===== config.mk =====
export PLATFORM = sky130hd
export DESIGN_NAME = track_mix_scheduler
export DESIGN_NICKNAME = d
export VERILOG_FILES = /design/src/rtl/daw_pkg.sv /design/src/rtl/sat_accum.sv /design/src/rtl/track_mix_scheduler.sv
export SDC_FILE = /design/constraint.sdc
export NUM_CORES = 1
export LEC_CHECK = 0
export ABC_AREA = 0
export CAP_MARGIN = 40
export CORE_MARGIN = 3
export CORE_UTILIZATION = 53
export CTS_BUF_LIST = sky130_fd_sc_hd__clkbuf_8
export DETAILED_ROUTE_END_ITERATION = 6
export HOLD_SLACK_MARGIN = 0.12
export PLACE_DENSITY = 0.79
export SLEW_MARGIN = 5
export SYNTH_ARGS = -nofsm -noshare
export SYNTH_HDL_FRONTEND = slang
export SYNTH_SLANG_ARGS = --single-unit
export TNS_END_PERCENT = 50

===== constraint.sdc =====
create_clock -name mclk_i -period 4 [get_ports mclk_i]
set_clock_uncertainty 0.2 [all_clocks]
set_input_delay 1 -clock mclk_i [delete_from_list [all_inputs] [get_ports mclk_i]]
set_output_delay 1 -clock mclk_i [all_outputs]
set_load 0.05 [all_outputs]

===== src/rtl/daw_pkg.sv =====
// ============================================================================
// daw_pkg -- shared sample types, scheduler state encoding and saturation helper
// Revision 1.0
// ============================================================================
`default_nettype none

package daw_pkg;

  localparam int SAMPLE_W_DEF = 16;

  typedef logic signed [SAMPLE_W_DEF-1:0] sample_t;

  typedef struct packed {
    sample_t l;
    sample_t r;
  } stereo_t;

  typedef enum logic [2:0] {
    S_IDLE  = 3'd0,
    S_REC   = 3'd1,
    S_READ  = 3'd2,
    S_DRAIN = 3'd3,
    S_DONE  = 3'd4
  } sched_state_t;

  // Clamp a wide signed value into the range of a signed 'width'-bit number.
  function automatic logic signed [63:0] saturate(input logic signed [63:0] value,
                                                  input int unsigned       width);
    logic signed [63:0] hi;
    logic signed [63:0] lo;
    hi = (64'sd1 <<< (width - 1)) - 64'sd1;
    lo = -(64'sd1 <<< (width - 1));
    if (value > hi) return hi;
    if (value < lo) return lo;
    return value;
  endfunction

endpackage

`default_nettype wire


===== src/rtl/sat_accum.sv =====
// ============================================================================
// sat_accum -- one channel's clear/add accumulator with a saturated view of the running sum
// Revision 1.0
// ============================================================================
`default_nettype none

module sat_accum
  import daw_pkg::*;
#(
  parameter int SAMPLE_W = 16,
  parameter int ACC_W    = SAMPLE_W + 3
) (
  input  logic                       mclk_i,
  input  logic                       rst_n_i,
  input  logic                       clear_i,
  input  logic                       add_i,
  input  logic signed [SAMPLE_W-1:0] din_i,
  output logic signed [SAMPLE_W-1:0] sat_o
);

  logic signed [ACC_W-1:0] acc_q;
  logic signed [ACC_W-1:0] acc_d;
  logic signed [ACC_W-1:0] w_addend;
  logic signed [ACC_W-1:0] w_sum;

  always_comb begin
    w_addend = add_i ? ACC_W'(din_i) : '0;
    w_sum    = acc_q + w_addend;
    acc_d    = clear_i ? '0 : w_sum;
  end

  // The saturated view includes the word being added this cycle, so the
  // final sum can be registered on the same edge that absorbs the last word.
  assign sat_o = SAMPLE_W'(saturate(64'(w_sum), SAMPLE_W));

  always_ff @(posedge mclk_i or negedge rst_n_i) begin
    if (!rst_n_i) begin
      acc_q <= '0;
    end else begin
      acc_q <= acc_d;
    end
  end

endmodule

`default_nettype wire


===== src/rtl/track_mix_scheduler.sv =====
// ============================================================================
// track_mix_scheduler -- per-frame record/read/mix scheduler owning one shared sample RAM port
// Revision 1.0
// ============================================================================
`default_nettype none

module track_mix_scheduler
  import daw_pkg::*;
#(
  parameter int NUM_TRACKS  = 4,
  parameter int SAMPLE_W    = 16,
  parameter int ADDR_W      = 16,
  parameter int LOOP_LEN    = 2 ** ADDR_W,
  parameter int MEM_LATENCY = 2
) (
  input  logic                                   mclk_i,
  input  logic                                   rst_n_i,
  input  logic                                   frame_strobe_i,
  input  logic [SAMPLE_W-1:0]                    rx_data_l_i,
  input  logic [SAMPLE_W-1:0]                    rx_data_r_i,
  input  logic                                   play_en_i,
  input  logic                                   rec_en_i,
  input  logic [$clog2(NUM_TRACKS)-1:0]          rec_track_i,
  input  logic [NUM_TRACKS-1:0]                  track_mute_i,
  input  logic                                   rewind_i,
  output logic [$clog2(NUM_TRACKS)+ADDR_W-1:0]   mem_addr_o,
  output logic                                   mem_we_o,
  output logic                                   mem_re_o,
  output logic [2*SAMPLE_W-1:0]                  mem_wdata_o,
  input  logic [2*SAMPLE_W-1:0]                  mem_rdata_i,
  output logic signed [SAMPLE_W-1:0]             mix_l_o,
  output logic signed [SAMPLE_W-1:0]             mix_r_o,
  output logic                                   mix_valid_o,
  output logic [ADDR_W-1:0]                      frame_ptr_o,
  output logic                                   overrun_o
);

  localparam int TW    = $clog2(NUM_TRACKS);
  localparam int ACC_W = SAMPLE_W + TW + 1;

  sched_state_t                 state_q;
  logic [TW-1:0]                rd_cnt_q;
  logic [NUM_TRACKS-1:0]        mute_q;
  logic [ADDR_W-1:0]            ptr_q;
  logic                         rew_pend_q;
  logic                         overrun_q;
  logic                         mem_we_q;
  logic                         mem_re_q;
  logic [TW+ADDR_W-1:0]         mem_addr_q;
  logic [2*SAMPLE_W-1:0]        mem_wdata_q;
  logic signed [SAMPLE_W-1:0]   mix_l_q;
  logic signed [SAMPLE_W-1:0]   mix_r_q;
  logic                         mix_valid_q;
  logic [MEM_LATENCY-1:0]       pipe_vld_q;
  logic [MEM_LATENCY-1:0]       pipe_mute_q;

  logic [ADDR_W-1:0]            w_ptr_idle;
  logic [ADDR_W-1:0]            w_ptr_next;
  logic                         w_drain_done;
  logic                         w_acc_clear;
  logic                         w_acc_add;
  logic signed [SAMPLE_W-1:0]   w_sat_l;
  logic signed [SAMPLE_W-1:0]   w_sat_r;

  // A rewind coinciding with an accepted strobe addresses the whole frame at 0.
  assign w_ptr_idle = rewind_i ? '0 : ptr_q;

  always_comb begin
    w_ptr_next = ptr_q + ADDR_W'(1);
    if (rew_pend_q || rewind_i) begin
      w_ptr_next = '0;
    end else if (ptr_q == ADDR_W'(LOOP_LEN - 1)) begin
      w_ptr_next = '0;
    end
  end

  // The last read word sits at the pipe output once nothing remains behind it.
  assign w_drain_done = pipe_vld_q[MEM_LATENCY-1] && ((pipe_vld_q << 1) == '0);
  assign w_acc_clear  = (state_q == S_IDLE);
  assign w_acc_add    = pipe_vld_q[MEM_LATENCY-1] && !pipe_mute_q[MEM_LATENCY-1];

  always_ff @(posedge mclk_i or negedge rst_n_i) begin
    if (!rst_n_i) begin
      pipe_vld_q  <= '0;
      pipe_mute_q <= '0;
    end else begin
      for (int i = MEM_LATENCY - 1; i > 0; i--) begin
        pipe_vld_q[i]  <= pipe_vld_q[i-1];
        pipe_mute_q[i] <= pipe_mute_q[i-1];
      end
      pipe_vld_q[0]  <= mem_re_q;
      pipe_mute_q[0] <= mute_q[rd_cnt_q];
    end
  end

  sat_accum #(
    .SAMPLE_W (SAMPLE_W),
    .ACC_W    (ACC_W)
  ) u_acc_l (
    .mclk_i  (mclk_i),
    .rst_n_i (rst_n_i),
    .clear_i (w_acc_clear),
    .add_i   (w_acc_add),
    .din_i   ($signed(mem_rdata_i[2*SAMPLE_W-1:SAMPLE_W])),
    .sat_o   (w_sat_l)
  );

  sat_accum #(
    .SAMPLE_W (SAMPLE_W),
    .ACC_W    (ACC_W)
  ) u_acc_r (
    .mclk_i  (mclk_i),
    .rst_n_i (rst_n_i),
    .clear_i (w_acc_clear),
    .add_i   (w_acc_add),
    .din_i   ($signed(mem_rdata_i[SAMPLE_W-1:0])),
    .sat_o   (w_sat_r)
  );

  always_ff @(posedge mclk_i or negedge rst_n_i) begin
    if (!rst_n_i) begin
      state_q     <= S_IDLE;
      rd_cnt_q    <= '0;
      mute_q      <= '0;
      ptr_q       <= '0;
      rew_pend_q  <= 1'b0;
      overrun_q   <= 1'b0;
      mem_we_q    <= 1'b0;
      mem_re_q    <= 1'b0;
      mem_addr_q  <= '0;
      mem_wdata_q <= '0;
      mix_l_q     <= '0;
      mix_r_q     <= '0;
      mix_valid_q <= 1'b0;
    end else begin
      mem_we_q    <= 1'b0;
      mix_valid_q <= 1'b0;
      if (frame_strobe_i && (state_q != S_IDLE)) begin
        overrun_q <= 1'b1;
      end
      if (rewind_i && (state_q != S_IDLE) && (state_q != S_DONE)) begin
        rew_pend_q <= 1'b1;
      end

      case (state_q)
        S_IDLE: begin
          if (rewind_i) begin
            ptr_q <= '0;
          end
          if (frame_strobe_i) begin
            if (play_en_i) begin
              state_q     <= S_REC;
              mem_we_q    <= rec_en_i;
              mem_addr_q  <= {rec_track_i, w_ptr_idle};
              mem_wdata_q <= {rx_data_l_i, rx_data_r_i};
            end else begin
              state_q     <= S_DONE;
              mix_l_q     <= '0;
              mix_r_q     <= '0;
              mix_valid_q <= 1'b1;
            end
          end
        end

        S_REC: begin
          state_q    <= S_READ;
          mute_q     <= track_mute_i;
          mem_re_q   <= 1'b1;
          mem_addr_q <= {TW'(0), ptr_q};
          rd_cnt_q   <= '0;
        end

        S_READ: begin
          if (rd_cnt_q == TW'(NUM_TRACKS - 1)) begin
            state_q  <= S_DRAIN;
            mem_re_q <= 1'b0;
          end else begin
            rd_cnt_q   <= rd_cnt_q + TW'(1);
            mem_addr_q <= {rd_cnt_q + TW'(1), ptr_q};
          end
        end

        S_DRAIN: begin
          if (w_drain_done) begin
            state_q     <= S_DONE;
            mix_l_q     <= w_sat_l;
            mix_r_q     <= w_sat_r;
            mix_valid_q <= 1'b1;
            ptr_q       <= w_ptr_next;
            rew_pend_q  <= 1'b0;
          end
        end

        S_DONE: begin
          state_q <= S_IDLE;
          if (rewind_i) begin
            ptr_q <= '0;
          end
        end

        default: begin
          state_q <= S_IDLE;
        end
      endcase
    end
  end

  assign mem_addr_o  = mem_addr_q;
  assign mem_we_o    = mem_we_q;
  assign mem_re_o    = mem_re_q;
  assign mem_wdata_o = mem_wdata_q;
  assign mix_l_o     = mix_l_q;
  assign mix_r_o     = mix_r_q;
  assign mix_valid_o = mix_valid_q;
  assign frame_ptr_o = ptr_q;
  assign overrun_o   = overrun_q;

endmodule

`default_nettype wire


==> impl_metrics.ini <==
[synthesis]
yosysUniqueCellTypes = 70
synth_enable_flop_cells = 0
synth_top_cell_area_share = 0.475
synth_area_leader_cell = sky130_fd_sc_hd__dfrtp_1
ys_ff_latch = 154
ys_async_sr_fraction = 1.00
yosysSeqAreaShare = 0.475
synthTopCellsByArea = sky130_fd_sc_hd__dfrtp_1, sky130_fd_sc_hd__ha_1, sky130_fd_sc_hd__mux2_2
netlist_area_um2 = 8110
synth_flop_cell = sky130_fd_sc_hd__dfrtp_1
synth_fp_nets = 901
ys.warnings.count = 0
synthesis.instances = 785
syn_area_per_cell_um2 = 10.3

[critical_path]
critical_path.max_stage_delay_ns = 0.39
cpLargestDelayFamily = compound AO/OA/AOI/OAI gates
cp_data_required_time_ns = 4.14
critical-path-slowest-cell = sky130_fd_sc_hd__clkdlybuf4s50_1
critical_path_peak_fanout = 7
rr_startpoint = pipe_vld_q[1]
cp_num_buf_inv = 3
worstPathCellList = clkdlybuf4s50_1 -> and2_1 -> ha_1 -> fa_2 -> a21o_1 -> a221oi_4 -> o211ai_1 -> nor3_2 -> nor3_2 -> nand2_2 -> o41ai_4 -> buf_4 -> clkbuf_16 -> a221o_2
endpoint_kind = flip-flop
path_common_cell = sky130_fd_sc_hd__nor3_2
setup.worst_path.class = input port to flip-flop
worst_setup_path_start_kind = input port
critPathLaunch = mem_rdata_i[0]
worst_ep_arrival_time_ns = 4.09

[final_layout]
final_net_count = 1163
area_delta_synth_final_pct = 38.7
seqCellArea_um2 = 3850
diodes = 0
final_area_um2 = 11200
drive_gt1_frac = 0.195
end_of_flow_core_utilization = 0.762
final-instance-count-excl-fill = 1243
multi_input_area_um2 = 4150
layout_common_cells = sky130_fd_sc_hd__clkdlybuf4s50_1, sky130_fd_sc_hd__dfrtp_1, sky130_fd_sc_hd__buf_4, sky130_fd_sc_hd__nand2_1, sky130_fd_sc_hd__o21ai_0
fillers = 1059
layout.cells.most_common = sky130_fd_sc_hd__clkdlybuf4s50_1

[route]
routed_length_per_instance_um = 18.1
dr.first_iter.drc_count = 428
viasPerCell = 5.73
vias = 7118
detailedRoute.firstPassIterationCount = 5
drcViolationCount = 0
wirelength_um = 22500
drt.antenna.violating_nets = 0

[clock_tree]
clock_tree_from_tritoncts = yes
htree_levels = 4
clock_edge_transition_at_the_registers_on_the_reported_setup_and_hold_paths_ns = 0.08
max-clock-path-buffers = 2
cts.sinks = 154
cts_buffers = 17
root_buffer = sky130_fd_sc_hd__clkbuf_8
worst_skew_pair.late_latency_ns = 0.45

[die]
die_area_um2 = 16800
floorplan.core_area_um2 = 14800
initial_core_util = 0.550
die_h_um = 130
pin_count = 178
rows = 44
die_wd_um = 130

[global_route]
grt_first_pass_wirelength_um = 35600
antenna_found_initial = 0
globalRoute.totalOverflow = 0
grt_start_max_net_pins = 85
gr-usage-all-layers = 0.267
grt_pass1_vias = 7239

[power_and_ir_drop]
ir_drop_uv = 596
power_per_cell_area_nw_per_um2 = 798
leakage_uw = 0.00520

[place]
i_o_buffers = 177
gp_routability_congestion = 0.894
dpl.cell_count = 1210
dpl_cell_area_um2 = 10800
place_hpwl_um = 15900

[timing]
setup_violations = 0
worst_slew_pin_slew_ns = 0.802
worst_slew_margin_rel = 0.465
max_clk_rate_mhz = 253
report.final.slew_viol_count = 0
whs_ns = 0.183
final_hold_viol_count = 0
min_period_ns = 3.95
final.setup.tns_ns = 0
final_min_period_over_clock_period = 0.989

[min_path]
worstHoldStart = pipe_vld_q[0]
timing.hold.worst.class = flip-flop to flip-flop

[status]
run_status = finished clean

[flow_run]
number_of_max_capacitance_violations_reported = 0
-- path summary, 6_finish.rpt --
kind,end,slack [ns],cells after the start
min in group asynchronous,u_acc_r.acc_q[1],0.39,1
min,pipe_vld_q[1],0.18,0
max in group asynchronous,mix_l_o[9],2.41,2
max,mix_r_o[6],0.05,14
min reg2reg,pipe_vld_q[1],0.18,0
max reg2reg,mix_r_o[6],0.25,15
-- layer usage --
metal / track usage / vias to the layer above / wire length (µm)
met4: 0.0715 / 0 / 392
li1: - / 3352 / -
met5: 0 / - / 0
met1: 0.349 / 3504 / 9680
met2: 0.444 / 228 / 11100
met3: 0.0705 / 34 / 1310
-- kinds of logic (layout without fill, tap and decap cells) --
family | count (synthesis) | in the layout | synth area share
AO/OA/AOI/OAI | 199 | 199 | 0.175
XOR/XNOR | 30 | 30 | 0.0324
adder cells (fa/ha/maj) | 40 | 40 | 0.0636
buffers and inverters | 45 | 319 | 0.0227
flip-flops | 154 | 154 | 0.475
multiplexers | 40 | 40 | 0.0568
AND/OR/NAND/NOR | 277 | 277 | 0.174
-- sequential cells by signal, indices dropped and copies added, names as in the netlist, 2 cells and up --
name / count
frame_ptr_o: 16
mix_l_o: 16
mem_addr_o: 18
mute_q: 4
state_q: 3
pipe_mute_q: 2
pipe_vld_q: 2
mix_r_o: 16
rd_cnt_q: 2
u_acc_l.acc_q: 19
u_acc_r.acc_q: 19
mem_wdata_o: 32
-- final cells by class --
class,count,area share
clock inverter,14,0.0151
inverter,14,0.00467
timing repair buffer,274,0.227
clock buffer,17,0.0208
sequential,154,0.343
tap,184,0.0205
multi-input combinational,586,0.369
-- synth_stat cells, types with 13 or more instances --
cell	n
sky130_fd_sc_hd__mux2_2	38
sky130_fd_sc_hd__and3_1	15
sky130_fd_sc_hd__o21ai_0	62
sky130_fd_sc_hd__xnor2_1	17
sky130_fd_sc_hd__dfrtp_1	154
sky130_fd_sc_hd__inv_1	14
sky130_fd_sc_hd__nand2_1	84
sky130_fd_sc_hd__a221o_1	14
sky130_fd_sc_hd__nand3_1	14
sky130_fd_sc_hd__and2_1	34
sky130_fd_sc_hd__clkbuf_1	26
sky130_fd_sc_hd__nor3_1	14
sky130_fd_sc_hd__nor2b_1	34
sky130_fd_sc_hd__a21oi_1	34
sky130_fd_sc_hd__ha_1	38
sky130_fd_sc_hd__xor2_1	13
sky130_fd_sc_hd__nor2_1	46
-- per-stage QoR --
stage	total power [µW]	setup WS, ns
after detailed placement	7660	-0.591
final	8970	0.0453
after floorplan	5730	0.0902
after CTS	8930	0.0337
after global placement	7550	-0.562
after global routing	9500	-0.00441
-- where the power goes --
group	switching, µW	internal [µW]	leakage (µW)	total, µW
combinational	3120	2240	0.00300	5360
clock	619	617	0.000200	1240
sequential	288	2090	0.00200	2380
total	4030	4940	0.00520	8970
-- repair_timing --
action | 4_1_cts | 5_1_grt
setup endpoints to repair | 15 | 27
buffers inserted | 0 | 1
resized for setup | 2 | 12
pin swaps | 0 | 4
hold buffers | 0 | 0
gates cloned | 0 | 1
Power figures use the tool's default switching activity.
